$ cat src/rtl/freq_select_divider.sv
// Programmable clock divider with glitch-free switching between table-selected divisors.
// State  | meaning
// IDLE   | no mode active, clk_out held low
// RUN    | dividing by d_act, each half-period d_act cycles
// DRAIN  | switch pending, finishing the current period through its low phase
// GUARD  | clk_out forced low for GUARD_CYCLES before the new mode starts
module freq_select_divider #(
    parameter int NUM_MODES    = 4,
    parameter int MODE_W       = 2,
    parameter int CNT_W        = 8,
    parameter int GUARD_CYCLES = 2
) (
    input  logic                       clk,
    input  logic                       reset,
    input  logic [NUM_MODES*CNT_W-1:0] div_table,
    input  logic                       mode_req,
    input  logic [MODE_W-1:0]          mode_in,
    output logic                       clk_out,
    output logic [NUM_MODES-1:0]       select,
    output logic                       busy,
    output logic                       mode_ack
);

    localparam int GW = (GUARD_CYCLES > 1) ? $clog2(GUARD_CYCLES) : 1;
    localparam logic [GW-1:0] GUARD_LAST = GW'((GUARD_CYCLES > 0) ? GUARD_CYCLES - 1 : 0);
    localparam logic [CNT_W-1:0] ONE = CNT_W'(1);

    typedef enum logic [1:0] {ST_IDLE, ST_RUN, ST_DRAIN, ST_GUARD} state_t;

    state_t                 state_q, state_d;
    logic [CNT_W-1:0]       cnt_q, cnt_d;
    logic [CNT_W-1:0]       d_act_q, d_act_d;
    logic                   clk_out_q, clk_out_d;
    logic [MODE_W-1:0]      act_q, act_d;
    logic [MODE_W-1:0]      tgt_q, tgt_d;
    logic [GW-1:0]          guard_q, guard_d;
    logic [NUM_MODES-1:0]   select_q, select_d;
    logic                   ack_q, ack_d;
    logic                   same_q, same_d;

    logic                   exit_now;
    logic [MODE_W-1:0]      exit_tgt;
    logic [CNT_W-1:0]       tgt_div;
    logic                   tgt_ok;
    logic [NUM_MODES-1:0]   tgt_sel;

    // From IDLE (zero guard) the target is the live request; otherwise the latched one.
    assign exit_tgt = (state_q == ST_IDLE) ? mode_in : tgt_q;

    always_comb begin
        tgt_div = '0;
        tgt_ok  = 1'b0;
        tgt_sel = '0;
        for (int m = 0; m < NUM_MODES; m++) begin
            if (exit_tgt == MODE_W'(m)) begin
                tgt_div    = div_table[m*CNT_W +: CNT_W];
                tgt_ok     = 1'b1;
                tgt_sel[m] = 1'b1;
            end
        end
    end

    always_comb begin
        state_d   = state_q;
        cnt_d     = cnt_q;
        d_act_d   = d_act_q;
        clk_out_d = clk_out_q;
        act_d     = act_q;
        tgt_d     = tgt_q;
        guard_d   = guard_q;
        select_d  = select_q;
        same_d    = 1'b0;
        exit_now  = 1'b0;

        case (state_q)
            ST_IDLE: begin
                if (mode_req) begin
                    tgt_d = mode_in;
                    if (GUARD_CYCLES == 0) begin
                        exit_now = 1'b1;
                    end else begin
                        state_d = ST_GUARD;
                        guard_d = '0;
                    end
                end
            end
            ST_RUN: begin
                if (cnt_q == d_act_q - ONE) begin
                    clk_out_d = ~clk_out_q;
                    cnt_d     = '0;
                end else begin
                    cnt_d = cnt_q + ONE;
                end
                if (mode_req) begin
                    if (mode_in == act_q) begin
                        same_d = 1'b1;
                    end else begin
                        state_d = ST_DRAIN;
                        tgt_d   = mode_in;
                    end
                end
            end
            ST_DRAIN: begin
                if (cnt_q == d_act_q - ONE) begin
                    cnt_d = '0;
                    if (clk_out_q) begin
                        clk_out_d = 1'b0;
                    end else begin
                        select_d = '0;
                        if (GUARD_CYCLES == 0) begin
                            exit_now = 1'b1;
                        end else begin
                            state_d = ST_GUARD;
                            guard_d = '0;
                        end
                    end
                end else begin
                    cnt_d = cnt_q + ONE;
                end
            end
            ST_GUARD: begin
                if (guard_q == GUARD_LAST) begin
                    exit_now = 1'b1;
                end else begin
                    guard_d = guard_q + GW'(1);
                end
            end
            default: state_d = ST_IDLE;
        endcase

        if (exit_now) begin
            d_act_d = tgt_div;
            cnt_d   = '0;
            if (tgt_ok && (tgt_div != '0)) begin
                state_d   = ST_RUN;
                clk_out_d = 1'b1;
                select_d  = tgt_sel;
                act_d     = exit_tgt;
            end else begin
                state_d   = ST_IDLE;
                clk_out_d = 1'b0;
                select_d  = '0;
            end
        end

        ack_d = exit_now | same_q;
    end

    always_ff @(posedge clk or negedge reset) begin
        if (!reset) begin
            state_q   <= ST_IDLE;
            cnt_q     <= '0;
            d_act_q   <= '0;
            clk_out_q <= 1'b0;
            act_q     <= '0;
            tgt_q     <= '0;
            guard_q   <= '0;
            select_q  <= '0;
            ack_q     <= 1'b0;
            same_q    <= 1'b0;
        end else begin
            state_q   <= state_d;
            cnt_q     <= cnt_d;
            d_act_q   <= d_act_d;
            clk_out_q <= clk_out_d;
            act_q     <= act_d;
            tgt_q     <= tgt_d;
            guard_q   <= guard_d;
            select_q  <= select_d;
            ack_q     <= ack_d;
            same_q    <= same_d;
        end
    end

    assign clk_out  = clk_out_q;
    assign select   = select_q;
    assign busy     = (state_q == ST_DRAIN) || (state_q == ST_GUARD);
    assign mode_ack = ack_q;

endmodule

$ cat config.mk
export PLATFORM = sky130hd
export DESIGN_NAME = freq_select_divider
export DESIGN_NICKNAME = d
export VERILOG_FILES = /design/src/rtl/freq_select_divider.sv
export SDC_FILE = /design/constraint.sdc
export NUM_CORES = 1
export LEC_CHECK = 0
export BUFFER_PORTS_ARGS = -buffer_cell sky130_fd_sc_hd__buf_2
export CORE_ASPECT_RATIO = 0.9
export CORE_UTILIZATION = 55
export CTS_CLUSTER_DIAMETER = 120
export CTS_CLUSTER_SIZE = 16
export DETAILED_ROUTE_END_ITERATION = 16
export PLACE_DENSITY = 0.88
export SKIP_CTS_REPAIR_TIMING = 1
export SLEW_MARGIN = 0
export SYNTH_ARGS = -nofsm -noshare
export SYNTH_HDL_FRONTEND = slang
export SYNTH_SLANG_ARGS = --single-unit
export TNS_END_PERCENT = 100
$ cat constraint.sdc
create_clock -name clk -period 5.57 [get_ports clk]
set_clock_uncertainty 0.2 [all_clocks]
set_input_delay 1.114 -clock clk [delete_from_list [all_inputs] [get_ports clk]]
set_output_delay 1.114 -clock clk [all_outputs]
set_load 0.005 [all_outputs]
==> impl_summary.md, run 1 <==
STA
The final critical delay including setup and external delays is 2.835 ns. The max-slew violation count was 0. Adding up every negative setup slack in the final design gives 0 ns. The final-report hold violation count is 0.

Setup repair after global routing left no endpoint under its margin. The worst slew margin relative to its limit is ~44%. In the finished design, the share of the clock period the worst path needs comes to 50.89%. The actual transition at the worst max-transition pin is 0.8275 ns. For this run, the top clock speed supported by timing is ~350 MHz.

The count of endpoints failing setup in the final report is 0.

Critical path
The worst-case reg-to-reg path depth is 8. The highest cell delay on the worst timing path is between 0.4 and 0.5 ns. STA classifies the critical path endpoint as a flop. The worst setup path is of the reg2reg kind. The setup check on the worst reg-to-reg path leaves a slack of 2.74 ns.

The slowest stage of the critical path is the sky130_fd_sc_hd__dfrtp_1 cell. Traced cell by cell, the critical path runs through inv_1 > ha_1 > xor2_1 > o31a_1 > nor4_4 > nand3_1 > a311oi_1 > mux2i_1. In this run the worst setup path begins at d_act_q[0].

At the worst endpoint, the required time is between 5 and 6 ns. At the worst endpoint, the arrival time is 2.84 ns. The reg-to-reg startpoint is d_act_q[0]. In this run the worst path has a maximum fanout of 6.

The worst setup path is launched from a flop.

Clock tree
The clock sink count is 30. The level count of the clock H-tree is 2. The clock transition at the registers of the reported paths is about 0.07 ns.

The library cell used as clock root buffer is sky130_fd_sc_hd__clkbuf_8. The TritonCTS clock tree is built. TritonCTS created 5 clock buffers. The clock insertion delay at the later pin of the skew report is between 0.2 and 0.3 ns. No sink is reached through more buffers than the 2 on the longest clock path.

Min path
The worst hold path belongs to the class reg2reg. In this run the most critical hold path is launched from same_q. The worst hold path stage count is 1.

Floorplan
The floorplan has 20 rows. The die covers about 0.0038 sq mm. The vertical die dimension is a little under 60 microns.

The core region is roughly 0.0034 sq mm. From left edge to right edge, the die measures between 60 and 70 microns. In this run the count of I/O pins placed on the die edge is 44.

The initial standard-cell utilization of the core is approximately 58%.

Cells and area
Leaving out fill and tap cells, the most frequent cells in the layout are 43 x sky130_fd_sc_hd__buf_2, 32 x sky130_fd_sc_hd__nand2_1, 30 x sky130_fd_sc_hd__dfrtp_1. The net count reported at finish is 292. The share of layout cells above drive strength 1 is approximately 28%. The growth of design area from synthesis to finish is 18.68%. The layout has between 200 and 250 filler cells. The footprint of the flip-flops and latches is 750.7 sq um. The number of antenna diodes in the final layout is 0. The post-route core utilization is 68.70%.

The combined area of the multi-input logic cells is 0.001149 sq mm. The most frequent standard cell in the layout excluding fill and tap cells is sky130_fd_sc_hd__buf_2.

Flow run
The number of maximum-capacitance constraint violations is 0.

Global routing
The via count of the first global-routing pass is ~1600. The global-route wire length before repair is about 7400 microns. For this run the aggregate overflow at the end of global routing stands at 0. The pin count of the biggest net entering global routing is 31. Global routing used around a quarter of the available tracks.

The initial antenna violation count is 0.

Synth
The synthesized design contains 0 enable-type register cells. The proportion of netlist area held by the largest area contributor is 38.39%. Synthesis instantiated 43 different standard cells from the library.

The count of mapped cells out of synthesis is ~200. By area the synthesized netlist is led by sky130_fd_sc_hd__dfrtp_1 38%, sky130_fd_sc_hd__mux4_2 9.2%, sky130_fd_sc_hd__nand2_1 6.1%. When the netlist entered floorplanning its net count stood at 247. In this run the cell area of the synthesized design comes to 0.001956 sq mm. Averaged over all synthesized cells, the footprint is ~9.6 sq um. The warning count from the yosys run is 0.

For this run, asynchronously set or reset flops after synthesis account for 100.0%. The register bit count reported by yosys is 30. In the synthesized netlist the dominant register cell turns out to be sky130_fd_sc_hd__dfrtp_1. The cell accounting for the most synthesized area is sky130_fd_sc_hd__dfrtp_1.

The share of the yosys chip area belonging to registers is a little under two fifths.

Pwr
The worst IR drop on VDD is 0.0003483 V. For this design the ratio of total power to cell area is between 500 and 600 mW/mm^2. The static leakage is 1.068 nW.

Drt
The detailed-routing iteration count for the pre-antenna-repair pass is 4. For this block, the via count after detailed routing is ~1700. The count of nets left with antenna violations once routing finished came out at 0. The ratio of routed vias to standard cells is 5.935. The total wire length after detailed routing is approximately 4500 microns. The number of remaining DRC errors is 0. The average wire length per cell after detail routing is between 15 and 20 microns. The number of violations reported at the end of detailed-routing iteration 0 is between 100 and 150.

Placed design
Summed over all nets, the half-perimeter wirelength after detailed placement is approximately 3400 microns. The congestion estimate from routability-driven global placement came to approximately 0.89. Buffers placed on the I/O ports in this run total 43.

Run status
The run finished with clean final reports.
## where the power goes
part	internal, mW	switching, mW	total (mW)
combinational	0.326	0.377	0.703
clock	0.125	0.0847	0.209
sequential	0.304	0.0880	0.392
total	0.755	0.550	1.30
## area by class of cell
cell class | count | area share (%)
Inverter | 9 | 1.456
Sequential cell | 30 | 32.34
Clock buffer | 8 | 4.744
Multi-Input combinational cell | 159 | 49.49
Timing Repair Buffer | 44 | 9.596
Tap cell | 44 | 2.372
## logic make-up after synthesis
group / Yosys count / synth area share [%]
muxes: 14 / 12.86
DFF: 30 / 38.39
buffers and inverters: 15 / 2.879
adders and majority gates: 7 / 4.351
AOI/OAI and AO/OA: 33 / 11.13
xor gates and xnor gates: 15 / 6.718
and+or+nand+nor: 90 / 23.67
## synth_stat cells (all sizes together), types with 4 or more instances
library cell	count
clkbuf	6
inv	9
nor4	11
xnor2	11
nor2	12
ha	6
and3	4
o21ai	10
nand2	32
a21oi	6
xor2	4
dfrtp	30
nor3	9
mux4	8
nand3	9
## worst paths after layout
check,end
worst max-delay path,state_q[0]
worst min-delay path,mode_ack
worst max register to register,state_q[0]
worst min register to register,mode_ack
max in group asynchronous,state_q[1]
min in group asynchronous,cnt_q[6]
## state kept, by name, indices dropped and copies added (netlist names)
signal / cells
cnt_q: 8
guard_q: 1
state_q: 2
clk_out: 1
d_act_q: 8
same_q: 1
select: 4
tgt_q: 2
act_q: 2
mode_ack: 1
## per-stage QoR
step | worst slack [ns] | instances | instance area (sq um) | hold WS [ns] | power (mW)
5_1_grt | 2.583 | 294 | 2321 | 0.2708 | 1.400
6_report | 2.735 | 294 | 2321 | 0.2296 | 1.305
3_3_place_gp | 2.580 | 286 | 2211 | 0.2110 | 1.059
4_1_cts | 2.756 | 294 | 2321 | 0.2333 | 1.304
2_1_floorplan | 2.850 | 204 | 1956 | 0.2084 | 0.9299
3_5_place_dp | 2.545 | 286 | 2211 | 0.2205 | 1.091
## critical path, delay by kind of cell (launching register included)
family                     cells  cell delay (ns)
DFF                            1             0.44
muxes                          1             0.24
AOI/OAI and AO/OA              2             0.73
buffers and inverters          1             0.09
and+or+nand+nor                2             0.57
xor gates and xnor gates       1             0.20
adders and majority gates      1             0.28
## per-layer routing
metal	GRT usage [%]	vias to the layer above	share of wire, %
met1	34.31	840	43
met4	8.889	0	0.62
li1	-	837	-
met5	0	-	0
met2	42.11	64	50
met3	5.039	4	6.0
No activity file was read; power rests on OpenSTA's default activity.
==> run 2: changes to the inputs <==
--- a/config.mk
+++ b/config.mk
@@ -7,11 +7,11 @@
 export LEC_CHECK = 0
 export BUFFER_PORTS_ARGS = -buffer_cell sky130_fd_sc_hd__buf_2
 export CORE_ASPECT_RATIO = 0.9
-export CORE_UTILIZATION = 55
+export CORE_UTILIZATION = 49
 export CTS_CLUSTER_DIAMETER = 120
 export CTS_CLUSTER_SIZE = 16
 export DETAILED_ROUTE_END_ITERATION = 16
-export PLACE_DENSITY = 0.88
+export PLACE_DENSITY = 0.83
 export SKIP_CTS_REPAIR_TIMING = 1
 export SLEW_MARGIN = 0
 export SYNTH_ARGS = -nofsm -noshare
==> constraint.sdc (replaced) <==
create_clock -name clk -period 2.4 [get_ports clk]
set_clock_uncertainty 0.2 [all_clocks]
set_input_delay 0.48 -clock clk [delete_from_list [all_inputs] [get_ports clk]]
set_output_delay 0.48 -clock clk [all_outputs]
set_load 0.005 [all_outputs]
==> impl_summary.md, run 2 (synthesis results as in run 1) <==
Pwr
The internal portion of the total power is approximately 2 mW. Per report_power, the combinational group accounts for around 60% of the total. In this run, flip-flops and latches consume 26.3% of the power.

Across the VDD grid, the largest voltage drop is ~0.00087 V. The static leakage is 1.150 nW. Overall power consumption after layout is estimated at ~3.4 mW. The total power density per cell area is 1333 mW/mm^2. In this run the power spent charging and discharging nets is 1.403 mW. The part of the power in the clock network is around 12%. The switching part of the total power is roughly two fifths.

Floorplan
The count of boundary I/O pins is 44. The die covers approximately 0.0042 sq mm. The vertical die dimension is roughly 62 microns.

For this configuration, the core starts out at a cell density of a little over half. In this run the standard cell core region covers 0.003757 sq mm. The overall die width is between 60 and 70 microns. The floorplan has 21 rows.

Critical path
STA puts the critical path data required time at 2.38 ns. The worst setup path is captured at a flop. In this run the critical register-to-register path is launched from d_act_q[0].

The origin of the worst setup path is d_act_q[0]. Of all nets on the critical path, the largest fanout is 4. The element type at the critical path start is a flop. The slowest stage of the critical path belongs to the cell sky130_fd_sc_hd__dfrtp_1.

The type of the worst setup path is reg2reg. The highest cell delay on the worst timing path is 0.40 ns. Together, buffers and inverters on the worst path number 1.

The largest delay contributor family on the critical path is compound AO/OA/AOI/OAI gates. The data arrival at the endpoint of the critical path is 2.41 ns. Traced cell by cell, the critical path runs through buf_4 > nor2_4 > xnor2_1 > o31a_1 > nor4_4 > nand4b_2 > a221o_1 > mux2_4.

Drt
The count of nets left with antenna violations once routing finished came out at 0. The detailed router placed roughly 1800 vias in this run. The average wire length per cell after detail routing is 16.14 microns.

After detailed routing, the number of vias per cell comes to just under 6. In this run, the number of DRC markers left after iteration 0 of detailed routing was ~120. The number of remaining DRC errors is 0. The routed design has slightly above 5000 microns of wire. The first detailed-routing pass ran for 4 iterations.

Cells and area
The net count reported at finish is 310. Leaving out fill and tap cells, the most frequent cells in the layout are 43 x sky130_fd_sc_hd__buf_2, 31 x sky130_fd_sc_hd__nand2_1, 29 x sky130_fd_sc_hd__dfrtp_1. The area growth from synthesis to layout is 28.73%. Leaving out fill and tap cells, the most frequent cell in the layout is sky130_fd_sc_hd__buf_2. The post-route netlist has 36.84% of its cells at a drive strength greater than 1. The number of antenna diodes in the final layout is 0. The post-route core utilization is between 60% and 70%.

Clock tree
The clock sink count is 30. TritonCTS built the clock tree. The clock insertion delay at the later pin of the skew report is roughly 0.29 ns. CTS placed an instance of sky130_fd_sc_hd__clkbuf_8 at the clock tree root. The number of clock buffers inserted by TritonCTS is 5. After clock tree synthesis, the clock-pin slew on the worst setup and hold paths is about 0.070 ns. The H-tree was split into 2 levels. The longest clock path from root to sink contains 2 buffers.

STA
The count of endpoints failing setup in the final report is 1. Subtracting the final worst setup slack from the clock period gives between 2 and 2.5 ns. Setup repair after global routing could not meet its margin everywhere. The final-report hold violation count is 0. The final total negative setup slack is -0.02843 ns. The worst slew margin relative to its limit is a little over half.

The minimum setup slack in the final design is -0.02843 ns. The final critical path takes up 101.2% of the cycle. The max-slew violation count came to 0. The actual transition at the worst max-transition pin is 0.6943 ns. The maximum operating frequency is 411.8 MHz. On the final layout, the worst hold slack is between 0.03 and 0.04 ns.

Placed design
Detailed placement finished with a half-perimeter wire length of roughly 3700 microns. The count of port buffers added during placement is 43. The worst-case setup slack after placement is -0.08313 ns. The weighted congestion reported at the end of routability-driven placement is 0.9175.

Run status
The flow ran to the end, but the final reports show violations. The checks that failed: setup timing.

Flow run
The number of maximum-capacitance constraint violations is 0.

Global routing
The via count of the first global-routing pass is approximately 1700. The overall overflow remaining after global route is 0. The initial antenna violation count is 0. The pin count of the biggest net entering global routing is 31.

The total routing resource utilization after global routing is about a quarter. The first global-routing pass estimated 7831 microns of wire.

Min path
The worst min-delay path class is in2async.
## run 2: cell count changes in the layout (fill, tap and decap cells not counted), moves of 2 or more
cell	delta
sky130_fd_sc_hd__buf_4	+17
sky130_fd_sc_hd__clkbuf_8	-2
sky130_fd_sc_hd__ha_1	-2
sky130_fd_sc_hd__inv_1	-2
sky130_fd_sc_hd__inv_2	+2
## run 2: stage by stage
stage	std cells	cell area, sq um
4_1_cts	309	2436
6_report	312	2517
5_1_grt	312	2517
3_5_place_dp	303	2354
2_1_floorplan	204	1971
3_3_place_gp	303	2354
## run 2: area by class of cell
class,instances,area (sq um)
Multi-Input combinational cell,159,1221
Clock buffer,6,82.58
Fill cell,299,1240
Inverter,9,33.78
Timing Repair Buffer,62,370.4
Sequential cell,30,752.0
Tap cell,46,57.56
## run 2: metal layers
metal	wire length, microns	GRT usage [%]	share of wire (%)	vias to the layer above
met5	0	0	0	-
met4	80	9.821	1.6	0
met2	2425	38.80	48	57
li1	-	-	-	869
met1	2277	35.79	45	870
met3	253	7.664	5.0	10
## run 2: power groups by stage
| stage | clock network (mW) | registers, mW | logic (mW) |
|---|---|---|---|
| finish | 0.414 | 0.882 | 2.06 |
| global route | 0.436 | 0.912 | 2.24 |
| CTS | 0.421 | 0.866 | 1.92 |
| detailed placement | 0 | 0.866 | 1.89 |
| global placement | 0 | 0.860 | 1.84 |
| floorplan | 0 | 0.870 | 1.31 |
## run 2: path summary, 6_finish.rpt
kind	to	slack (ns)	depth (start not counted)
min in group clk	mode_ack	0.23	1
max reg2reg	guard_q	-0.03	8
max	guard_q	-0.03	8
max in group asynchronous	d_act_q[3]	1.48	1
min reg2reg	mode_ack	0.23	1
min	select[1]	0.03	1
